## config.mk

```make
export PLATFORM = sky130hd
export DESIGN_NAME = alu_seq
export DESIGN_NICKNAME = d
export VERILOG_FILES = /design/src/rtl/alu_seq.sv
export SDC_FILE = /design/constraint.sdc
export NUM_CORES = 1
export LEC_CHECK = 0
export CORE_ASPECT_RATIO = 0.6
export CORE_MARGIN = 2
export CORE_UTILIZATION = 45
export CTS_CLUSTER_DIAMETER = 120
export CTS_CLUSTER_SIZE = 12
export DETAILED_ROUTE_END_ITERATION = 6
export GPL_ROUTABILITY_DRIVEN = 0
export PLACE_DENSITY = 0.8
export SKIP_LAST_GASP = 1
export SLEW_MARGIN = 15
export SYNTH_ARGS = -nofsm -noshare
export SYNTH_HDL_FRONTEND = slang
export SYNTH_SLANG_ARGS = --single-unit
```

## constraint.sdc

```tcl
create_clock -name clk -period 2.2 [get_ports clk]
set_clock_uncertainty 0.05 [all_clocks]
set_input_delay 0.44 -clock clk [delete_from_list [all_inputs] [get_ports clk]]
set_output_delay 0.44 -clock clk [all_outputs]
set_load 0.05 [all_outputs]
```

## src/rtl/alu_seq.sv

```systemverilog
// ---------------------------------------------------------------------------
// alu_seq : registered, handshaked ALU with sequential shifter
//
// Evolution of the 4-bit combinational ALU. It sits between the controller's
// decode stage and register-file writeback. Logic, add, subtract and
// add-with-carry ops complete in one cycle. Logical shifts are performed one
// bit per cycle. A persistent carry flag (c_flag) chains multi-word adds.
//
// Ports
//   clk        rising-edge clock
//   rst_n      asynchronous active-low reset
//   in_valid   operand/opcode valid
//   in_ready   block can accept an operation this cycle
//   a, b       operands (shifts use b[SHW-1:0] as the amount)
//   sel        opcode: 000 AND, 001 OR, 010 XOR, 011 ADD, 100 SUB,
//              101 ADC, 110 SHL, 111 SHR
//   out_valid  result/flags valid (held until out_ready)
//   out_ready  downstream accepts the result
//   out        result
//   carry_out  carry / no-borrow / last bit shifted out
//   zero_flag  out == 0
//   neg_flag   out[WIDTH-1]
//   ovf_flag   signed overflow for ADD/SUB/ADC, else 0
// ---------------------------------------------------------------------------
module alu_seq #(
   parameter int WIDTH = 8
) (
   input  logic             clk,
   input  logic             rst_n,
   input  logic             in_valid,
   output logic             in_ready,
   input  logic [WIDTH-1:0] a,
   input  logic [WIDTH-1:0] b,
   input  logic [2:0]       sel,
   output logic             out_valid,
   input  logic             out_ready,
   output logic [WIDTH-1:0] out,
   output logic             carry_out,
   output logic             zero_flag,
   output logic             neg_flag,
   output logic             ovf_flag
);

   localparam int SHW = $clog2(WIDTH);

   localparam logic [1:0] ST_IDLE  = 2'd0;
   localparam logic [1:0] ST_SHIFT = 2'd1;
   localparam logic [1:0] ST_DONE  = 2'd2;

   localparam logic [2:0] OP_AND = 3'b000;
   localparam logic [2:0] OP_OR  = 3'b001;
   localparam logic [2:0] OP_XOR = 3'b010;
   localparam logic [2:0] OP_ADD = 3'b011;
   localparam logic [2:0] OP_SUB = 3'b100;
   localparam logic [2:0] OP_ADC = 3'b101;
   localparam logic [2:0] OP_SHL = 3'b110;

   // control / result registers (reset)
   logic [1:0]       state_q, state_d;
   logic [WIDTH-1:0] out_q, out_d;
   logic             carry_q, carry_d;
   logic             zero_q, zero_d;
   logic             neg_q, neg_d;
   logic             ovf_q, ovf_d;
   logic             c_flag_q, c_flag_d;

   // shifter working registers (always loaded before use, no reset needed)
   logic [WIDTH-1:0] acc_q, acc_d;
   logic [SHW-1:0]   cnt_q, cnt_d;
   logic             shl_q, shl_d;
   logic             sc_q, sc_d;

   // single-cycle ALU
   logic [WIDTH:0]   sum_ext;
   logic [WIDTH:0]   diff_ext;
   logic [WIDTH-1:0] alu_res;
   logic             alu_c;
   logic             alu_v;

   // result load path shared by the one-cycle ops and the shifter
   logic             load;
   logic [WIDTH-1:0] load_val;
   logic             load_c;
   logic             load_v;

   logic             in_ready_c;
   logic             accept;
   logic             is_shift;

   assign in_ready  = in_ready_c;
   assign out_valid = (state_q == ST_DONE);
   assign out       = out_q;
   assign carry_out = carry_q;
   assign zero_flag = zero_q;
   assign neg_flag  = neg_q;
   assign ovf_flag  = ovf_q;

   always_comb begin
      // c_flag_q already reflects a result sitting in DONE, so a
      // back-to-back ADC chains off the result being consumed this cycle.
      sum_ext  = {1'b0, a} + {1'b0, b} + {{WIDTH{1'b0}}, (sel == OP_ADC) & c_flag_q};
      diff_ext = {1'b0, a} - {1'b0, b};
      alu_res  = '0;
      alu_c    = 1'b0;
      alu_v    = 1'b0;
      case (sel)
         OP_AND: alu_res = a & b;
         OP_OR:  alu_res = a | b;
         OP_XOR: alu_res = a ^ b;
         OP_ADD, OP_ADC: begin
            alu_res = sum_ext[WIDTH-1:0];
            alu_c   = sum_ext[WIDTH];
            alu_v   = (a[WIDTH-1] == b[WIDTH-1]) && (alu_res[WIDTH-1] != a[WIDTH-1]);
         end
         OP_SUB: begin
            alu_res = diff_ext[WIDTH-1:0];
            // top bit of the extended difference is the borrow
            alu_c   = ~diff_ext[WIDTH];
            alu_v   = (a[WIDTH-1] != b[WIDTH-1]) && (alu_res[WIDTH-1] != a[WIDTH-1]);
         end
         default: ;
      endcase
   end

   always_comb begin
      in_ready_c = (state_q == ST_IDLE) || ((state_q == ST_DONE) && out_ready);
      accept     = in_valid && in_ready_c;
      is_shift   = sel[2] & sel[1];

      state_d  = state_q;
      acc_d    = acc_q;
      cnt_d    = cnt_q;
      shl_d    = shl_q;
      sc_d     = sc_q;
      load     = 1'b0;
      load_val = alu_res;
      load_c   = alu_c;
      load_v   = alu_v;

      case (state_q)
         ST_SHIFT: begin
            if (cnt_q != '0) begin
               if (shl_q) begin
                  acc_d = {acc_q[WIDTH-2:0], 1'b0};
                  sc_d  = acc_q[WIDTH-1];
               end else begin
                  acc_d = {1'b0, acc_q[WIDTH-1:1]};
                  sc_d  = acc_q[0];
               end
               cnt_d = cnt_q - SHW'(1);
            end else begin
               load     = 1'b1;
               load_val = acc_q;
               load_c   = sc_q;
               load_v   = 1'b0;
               state_d  = ST_DONE;
            end
         end
         ST_IDLE, ST_DONE: begin
            if (accept) begin
               if (is_shift) begin
                  state_d = ST_SHIFT;
                  acc_d   = a;
                  cnt_d   = b[SHW-1:0];
                  shl_d   = (sel == OP_SHL);
                  sc_d    = 1'b0;
               end else begin
                  load    = 1'b1;
                  state_d = ST_DONE;
               end
            end else if ((state_q == ST_DONE) && out_ready) begin
               state_d = ST_IDLE;
            end
         end
         default: state_d = ST_IDLE;
      endcase

      out_d    = out_q;
      carry_d  = carry_q;
      zero_d   = zero_q;
      neg_d    = neg_q;
      ovf_d    = ovf_q;
      c_flag_d = c_flag_q;
      if (load) begin
         out_d    = load_val;
         carry_d  = load_c;
         zero_d   = (load_val == '0);
         neg_d    = load_val[WIDTH-1];
         ovf_d    = load_v;
         c_flag_d = load_c;
      end
   end

   always_ff @(posedge clk or negedge rst_n) begin
      if (!rst_n) begin
         state_q  <= ST_IDLE;
         out_q    <= '0;
         carry_q  <= 1'b0;
         zero_q   <= 1'b0;
         neg_q    <= 1'b0;
         ovf_q    <= 1'b0;
         c_flag_q <= 1'b0;
      end else begin
         state_q  <= state_d;
         out_q    <= out_d;
         carry_q  <= carry_d;
         zero_q   <= zero_d;
         neg_q    <= neg_d;
         ovf_q    <= ovf_d;
         c_flag_q <= c_flag_d;
      end
   end

   always_ff @(posedge clk) begin
      acc_q <= acc_d;
      cnt_q <= cnt_d;
      shl_q <= shl_d;
      sc_q  <= sc_d;
   end

endmodule

```

==> key figures, run 1 <==
Outcome
  – Outcome: finished, violations left
  – Failing checks: negative setup slack

Critical path
  – Worst reg2reg path startpoint: c_flag_q$_DFFE_PN0P_
  – Crit Path Max Fanout: 3
  – Reg2reg end: zero_flag$_DFFE_PN0P_
  – Crit path cell chain: clkdlybuf4s15_1, buf_6, ha_2, or2_4, o221a_1, o21a_1, buf_4, a2111o_1, a21oi_2, o2111ai_1, o21ai_1
  – Slowest cell delay on critical path: around 300 ps
  – Crit. End Element: flip-flop
  – Worst path depth: 11
  – R2r setup slk: -290 ps
  – Worst Path Required: 2350 ps
  – CP top delay family: compound AO/OA/AOI/OAI gates
  – Crit path from: a[2]
  – WS Path Type: primary input to flip-flop
  – Critical path's slowest cell: a2111o_1
  – Worst Setup Start Kind: primary input
  – CP endpoint: zero_flag$_DFFE_PN0P_
  – R2R cell count: 10
  – Arrival time worst endpoint: about 2700 ps
  – Buffers plus inverters on the worst setup path: 3

Floorplanning
  – Initial core utilization: a little under half
  – Die area: 0.006463 mm^2
  – Io pins: 37
  – DIE WIDTH: 102.5 um
  – Chip Height: 63.08 um
  – # rows: 21
  – Core footprint: 0.005597 mm^2

Synth
  – Netlist cell types: 68
  – Post-synthesis sequential area ratio: 27.34%
  – Post-synth top area cell: edfxtp_1
  – Most common library cells after synthesis: 29 x inv_1, 29 x nor2_1, 26 x ha_1
  – Post-synth EDFFs: 13
  – Post-synth ARST share: 50.00%
  – Avg Cell Area, Syn: 8.639 um^2
  – Mapped cell area: roughly 0.0026 mm^2
  – Yosys warns: 0
  – Yosys reg bits: 26
  – Area contributors post-synth: edfxtp_1 15%, dfrtp_1 12%, ha_1 12%, inv_1 4.2%, nor2_1 4.2%
  – Post-synthesis instance total: 303
  – Primary FF master, synth: edfxtp_1
  – Net Count, Synth: 354
  – Top cell type's share of synthesized area: 14.91%

Placement
  – Port Buf Inserts: 36
  – Post-place setup slack: -927.0 ps
  – DP HPWL: approximately 6.2 mm
  – Cells after DPL: approximately 470

Detailed routing
  – Total wire length: roughly 8.3 mm
  – Initial drt markers: 220
  – Antenna-violating nets left: 0
  – Via/cell ratio: 5.799
  – Drt wl/cell: ~17 um
  – Total number of vias: 2830
  – DRC errors left: 0
  – Drt first pass iters: 4

Finish
  – Non-Filler Instances: 488
  – Share of layout cells above drive strength 1: ~37%
  – Layout area overhead: 50.48%
  – # diodes: 0
  – Nets: between 400 and 500

Timing
  – Final worst slack: -320.7 ps
  – Slew of the pin with the lowest slew margin: 582.8 ps
  – Setup violators final: 7
  – Maximum clock rate: ~0.40 GHz
  – RSZ-0062 raised after global routing: yes
  – Total negative setup slack: -1464 ps
  – Relative slew margins: 61.03%
  – Crit path time final: 2521 ps
  – Fin. max-slew vios: 0
  – Final period util: 114.6%
  – Hold Vio Cnt, Final: 0

Pwr
  – Pwr Total: ~0.0025 W
  – Leakage: 1.733 nW
  – P per Cell Area: about 640 mW/mm^2
  – Worst VDD drop: 371.3 uV

GRT
  – Initial antenna violation count: 0
  – Global-route wire length before repair: around 13 mm
  – Vias in the first global route: 2834
  – Total GRT Usage: 25.93%
  – Grt total ovfl: 0
  – Largest net degree at the start of global routing: 26

Worst hold path
  – Worst hold path type: flip-flop to flip-flop

Clocking
  – Clock Tree Buf Depth: 2
  – Clock sinks: 26
  – CTS Buf Count: 3
  – CTS tree: built
  – CTS root buf: clkbuf_8
  – CTS clk-pin slew, worst paths: 90 ps
  – Clk_lat worst skew: 270 ps
  – H-tree Lvls: 1

Run
  – Max_cap viols: 0
[worst reg2reg max path: cells and delay by family, from the launching register on]
family | cells | cell delay, ps
and+or+nand+nor | 2 | 300
AOI/OAI and AO/OA | 6 | 1260
DFF | 1 | 460
buffers and inverters | 1 | 150
adders and majority gates | 1 | 200
[flip-flops by register name, indices dropped and copies added, names as in the netlist]
register   cells
shl_q          1
acc_q          8
zero_flag      1
c_flag_q       1
state_q        2
sc_q           1
cnt_q          3
ovf_flag       1
out            8
[power breakdown]
part	switching, W	leakage, nW	internal (W)	total [W]
Combinational	0.000831	1.42	0.000626	0.00146
Clock	0.000156	0.0339	0.000198	0.000354
Sequential	0.0000853	0.280	0.000639	0.000725
Total	0.00107	1.73	0.00146	0.00254
[cell usage in the layout (no fill, tap or decap), types with 4 or more instances in the layout]
cell,n
ha_2,4
clkdlybuf4s15_1,4
o211ai_1,4
nor2_1,28
nand2b_1,9
edfxtp_1,13
nand2_1,20
buf_6,5
buf_4,77
clkdlybuf4s50_1,20
dlygate4sd2_1,6
mux2i_1,10
ha_4,6
dfrtp_1,12
o21ai_0,11
o21ai_1,5
nor3_1,4
inv_1,21
ha_1,16
o22ai_1,5
a31oi_1,4
nor2b_1,4
a21oi_1,19
inv_2,8
[layout make-up]
| type | count | area, um^2 |
|---|---|---|
| inverters | 29 | 108.9 |
| well taps | 80 | 100.1 |
| repair buffers | 118 | 1002 |
| multi-input cells | 231 | 1944 |
| fillers | 429 | 1658 |
| flip-flops and latches | 26 | 716.9 |
| clock buffers | 4 | 66.31 |
[logic make-up after synthesis]
family	synth area share, %
muxes	5.115
adders and majority gates	13.96
AOI/OAI and AO/OA	27.49
xor gates and xnor gates	1.004
DFF	27.34
buffers and inverters	8.221
and+or+nand+nor	16.87
[layer usage]
metal  share of wire (%)  up-vias  track usage [%]
met1                  40     1332            33.87
li1                    -     1318                -
met3                  10       25            6.659
met4                 2.8        0            7.333
met5                   0        -                0
met2                  46      155            42.40
[through the flow]
stage	area, um^2	hold slack (ps)	util, %
after floorplan	2674	94.41	-
after global placement	3553	407.2	63.49
after detailed placement	3553	408.8	63.49
after CTS	3856	432.4	68.90
after global routing	3939	471.3	70.38
final	3939	429.6	70.38
[worst min path at each step]
stage | from | slack, ps | endpoint | cells after the start
6_report | out[2]$_DFFE_PN0P_ | 430 | out[2]$_DFFE_PN0P_ | 2
5_1_grt | out[2]$_DFFE_PN0P_ | 470 | out[2]$_DFFE_PN0P_ | 2
4_1_cts | out[2]$_DFFE_PN0P_ | 430 | out[2]$_DFFE_PN0P_ | 2
3_5_place_dp | out[2]$_DFFE_PN0P_ | 410 | out[2]$_DFFE_PN0P_ | 2
3_3_place_gp | out[2]$_DFFE_PN0P_ | 410 | out[2]$_DFFE_PN0P_ | 2
2_1_floorplan | rst_n | 90 | c_flag_q$_DFFE_PN0P_ | 0
[repair_timing]
item                                    4_1_cts  5_1_grt
buffers inserted                              8        5
endpoints found under the setup margin       11       10
pin swaps                                    22       16
hold buffers                                  0        0
gates resized for setup                      65       14
No activity file was read; power rests on OpenSTA's default activity.
==> inputs of run 2 (changes only) <==
- CAP_MARGIN: default -> 25
- HOLD_SLACK_MARGIN: default -> 0.03
- PLACE_DENSITY: 0.8 -> default
- PLACE_DENSITY_LB_ADDON: default -> 0.3
==> run 2 against run 1 <==
Net effect: the run still ends with negative setup slack left; routed wire length up 8.0%; non-clock buffer count up 11; cell count is 2.3% higher; worst hold slack improved by 21 ps; clock power is essentially flat; total power grew 2.8%; register-to-register slack worse by 70 ps; setup slack worse by 39 ps; critical endpoint unchanged.
==> key figures, run 2 (synthesized netlist as in run 1, its figures left out) <==
Outcome
  – Outcome: finished, violations left
  – Failing checks: negative setup slack

Critical path
  – Crit Path Max Fanout: 4
  – CP endpoint: zero_flag$_DFFE_PN0P_
  – Arrival time worst endpoint: 2720 ps
  – Crit path from: c_flag_q$_DFFE_PN0P_
  – Slowest cell delay on critical path: 440 ps
  – Crit path cell chain: nand3_2, fa_2, and2b_4, buf_4, buf_6, nor2_1, o211ai_1, a41oi_2, nor4b_2, o2111ai_1, o21ai_1
  – R2r setup slk: -360 ps
  – R2R cell count: 11
  – Crit. End Element: flip-flop
  – Worst Path Required: about 2400 ps
  – Reg2reg end: zero_flag$_DFFE_PN0P_
  – Worst reg2reg path startpoint: c_flag_q$_DFFE_PN0P_
  – WS Path Type: flip-flop to flip-flop
  – Worst Setup Start Kind: flip-flop
  – Critical path's slowest cell: dfrtp_2

Floorplanning
  – DIE WIDTH: 102.5 um
  – Die area: roughly 0.0065 mm^2
  – Initial core utilization: 46.77%
  – Core footprint: 0.005597 mm^2
  – Chip Height: 63.08 um
  – Io pins: 37
  – # rows: 21

Finish
  – Seq. cell area: roughly 720 um^2
  – Most frequent cells in the layout: 84 x buf_4, 27 x nor2_1, 20 x inv_1, 20 x nand2_1, 18 x clkdlybuf4s50_1
  – Nets: 471
  – Multi-input gate area: 0.002042 mm^2
  – # diodes: 0
  – Fin util: 73.71%
  – Layout area overhead: 57.60%
  – Fillers: 410
  – Post-route cell area: 0.004125 mm^2
  – Share of layout cells above drive strength 1: 42.24%
  – Commonest non-fill, non-tap cell in the layout: buf_4
  – Non-Filler Instances: 499

GRT
  – Total GRT Usage: approximately 28%
  – Vias in the first global route: a little under 3000
  – Global-route wire length before repair: 14.37 mm
  – Initial antenna violation count: 0
  – Grt total ovfl: 0
  – Largest net degree at the start of global routing: 26

Worst hold path
  – Worst Hold Depth: 1
  – Hold path start: out[1]$_DFFE_PN0P_
  – Worst hold path type: flip-flop to flip-flop

Clocking
  – CTS root buf: clkbuf_8
  – H-tree Lvls: 1
  – Clk_lat worst skew: 270 ps
  – CTS clk-pin slew, worst paths: ~90 ps
  – CTS tree: built
  – Clock Tree Buf Depth: 2
  – CTS Buf Count: 3
  – Clock sinks: 26

Detailed routing
  – Initial drt markers: 257
  – Antenna-violating nets left: 0
  – Drt wl/cell: 18.07 um
  – Via/cell ratio: 5.818
  – Drt first pass iters: 5
  – Total number of vias: 2903
  – Total wire length: 9.016 mm
  – DRC errors left: 0

Timing
  – RSZ-0062 raised after global routing: yes
  – Final period util: 116.3%
  – Hold Vio Cnt, Final: 0
  – Slew of the pin with the lowest slew margin: roughly 580 ps
  – Worst hold slack: 450.6 ps
  – Final worst slack: -359.6 ps
  – Crit path time final: ~2600 ps
  – Maximum clock rate: 0.3907 GHz
  – Relative slew margins: 61.12%
  – Setup violators final: 8
  – Fin. max-slew vios: 0

Placement
  – DP HPWL: 6.225 mm
  – DP Area: 0.003563 mm^2
  – Cells after DPL: 474
  – Port Buf Inserts: 36

Pwr
  – Worst VDD drop: 414.1 uV
  – Sequential share of power: 27.9%
  – Pwr Total: 0.002608 W
  – Clock power share: 13.5%
  – Leakage: about 1.8 nW
  – Switching Share: 42.46%
  – P per Cell Area: 632.2 mW/mm^2
  – Combinational Power Share: 58.6%
  – Sw power: 0.001107 W
  – Pint: about 0.0015 W

Run
  – Max_cap viols: 0
## run 2: cell count changes in the layout (fill, tap and decap cells not counted), sizes merged
cell           delta
buf              +12
clkbuf            -1
clkdlybuf4s15     +1
clkdlybuf4s50     -2
dlygate4sd2       +1
## run 2: area by class of cell
type | instances | area share [%]
multi-input combinational | 231 | 49.50
inverter | 29 | 2.639
timing repair buffer | 129 | 26.45
tap | 80 | 2.426
clock buffer | 4 | 1.608
sequential | 26 | 17.38
## run 2: stage by stage
step | setup TNS (ps) | worst slack, ps
3_3_place_gp | -7577 | -896.1
2_1_floorplan | -1740 | -473.3
6_report | -1721 | -359.6
3_5_place_dp | -8065 | -949.5
4_1_cts | -1357 | -342.9
5_1_grt | -2191 | -429.8
## run 2: timing repair
action,4_1_cts,5_1_grt
pin swaps,36,19
gates resized for setup,84,22
setup endpoints to repair,11,11
hold buffers,0,0
hold endpoints to repair,0,0
setup buffers,17,6
## run 2: critical path, delay by kind of cell, from the launching register on
kind | cells | cell delay, ps
fa+ha+maj | 1 | 370
flops | 1 | 440
compound gates | 4 | 730
simple gates | 4 | 700
buf+inv | 2 | 190
## run 2: how the worst min path moves through the flow
stage / endpoint / slack [ps]
floorplan: c_flag_q$_DFFE_PN0P_ / 90
global placement: out[2]$_DFFE_PN0P_ / 410
detailed placement: out[2]$_DFFE_PN0P_ / 420
CTS: out[2]$_DFFE_PN0P_ / 440
global route: out[1]$_DFFE_PN0P_ / 480
finish: out[1]$_DFFE_PN0P_ / 450
## run 2: layer usage
| metal | vias up | routed length, um | global-route usage [%] |
|---|---|---|---|
| li1 | 1342 | - | - |
| met1 | 1392 | 3899 | 39.88 |
| met2 | 153 | 4213 | 45.67 |
| met3 | 16 | 801 | 5.216 |
| met4 | 0 | 103 | 4.333 |
| met5 | - | 0 | 0 |
## run 2: power groups by stage
stage / Clock, W / Combinational [W] / Sequential (W)
after global placement: 0 / 0.00129 / 0.000726
after floorplan: 0 / 0.000560 / 0.000949
final: 0.000352 / 0.00153 / 0.000727
after detailed placement: 0 / 0.00131 / 0.000730
after global routing: 0.000390 / 0.00162 / 0.000738
after CTS: 0.000355 / 0.00144 / 0.000722
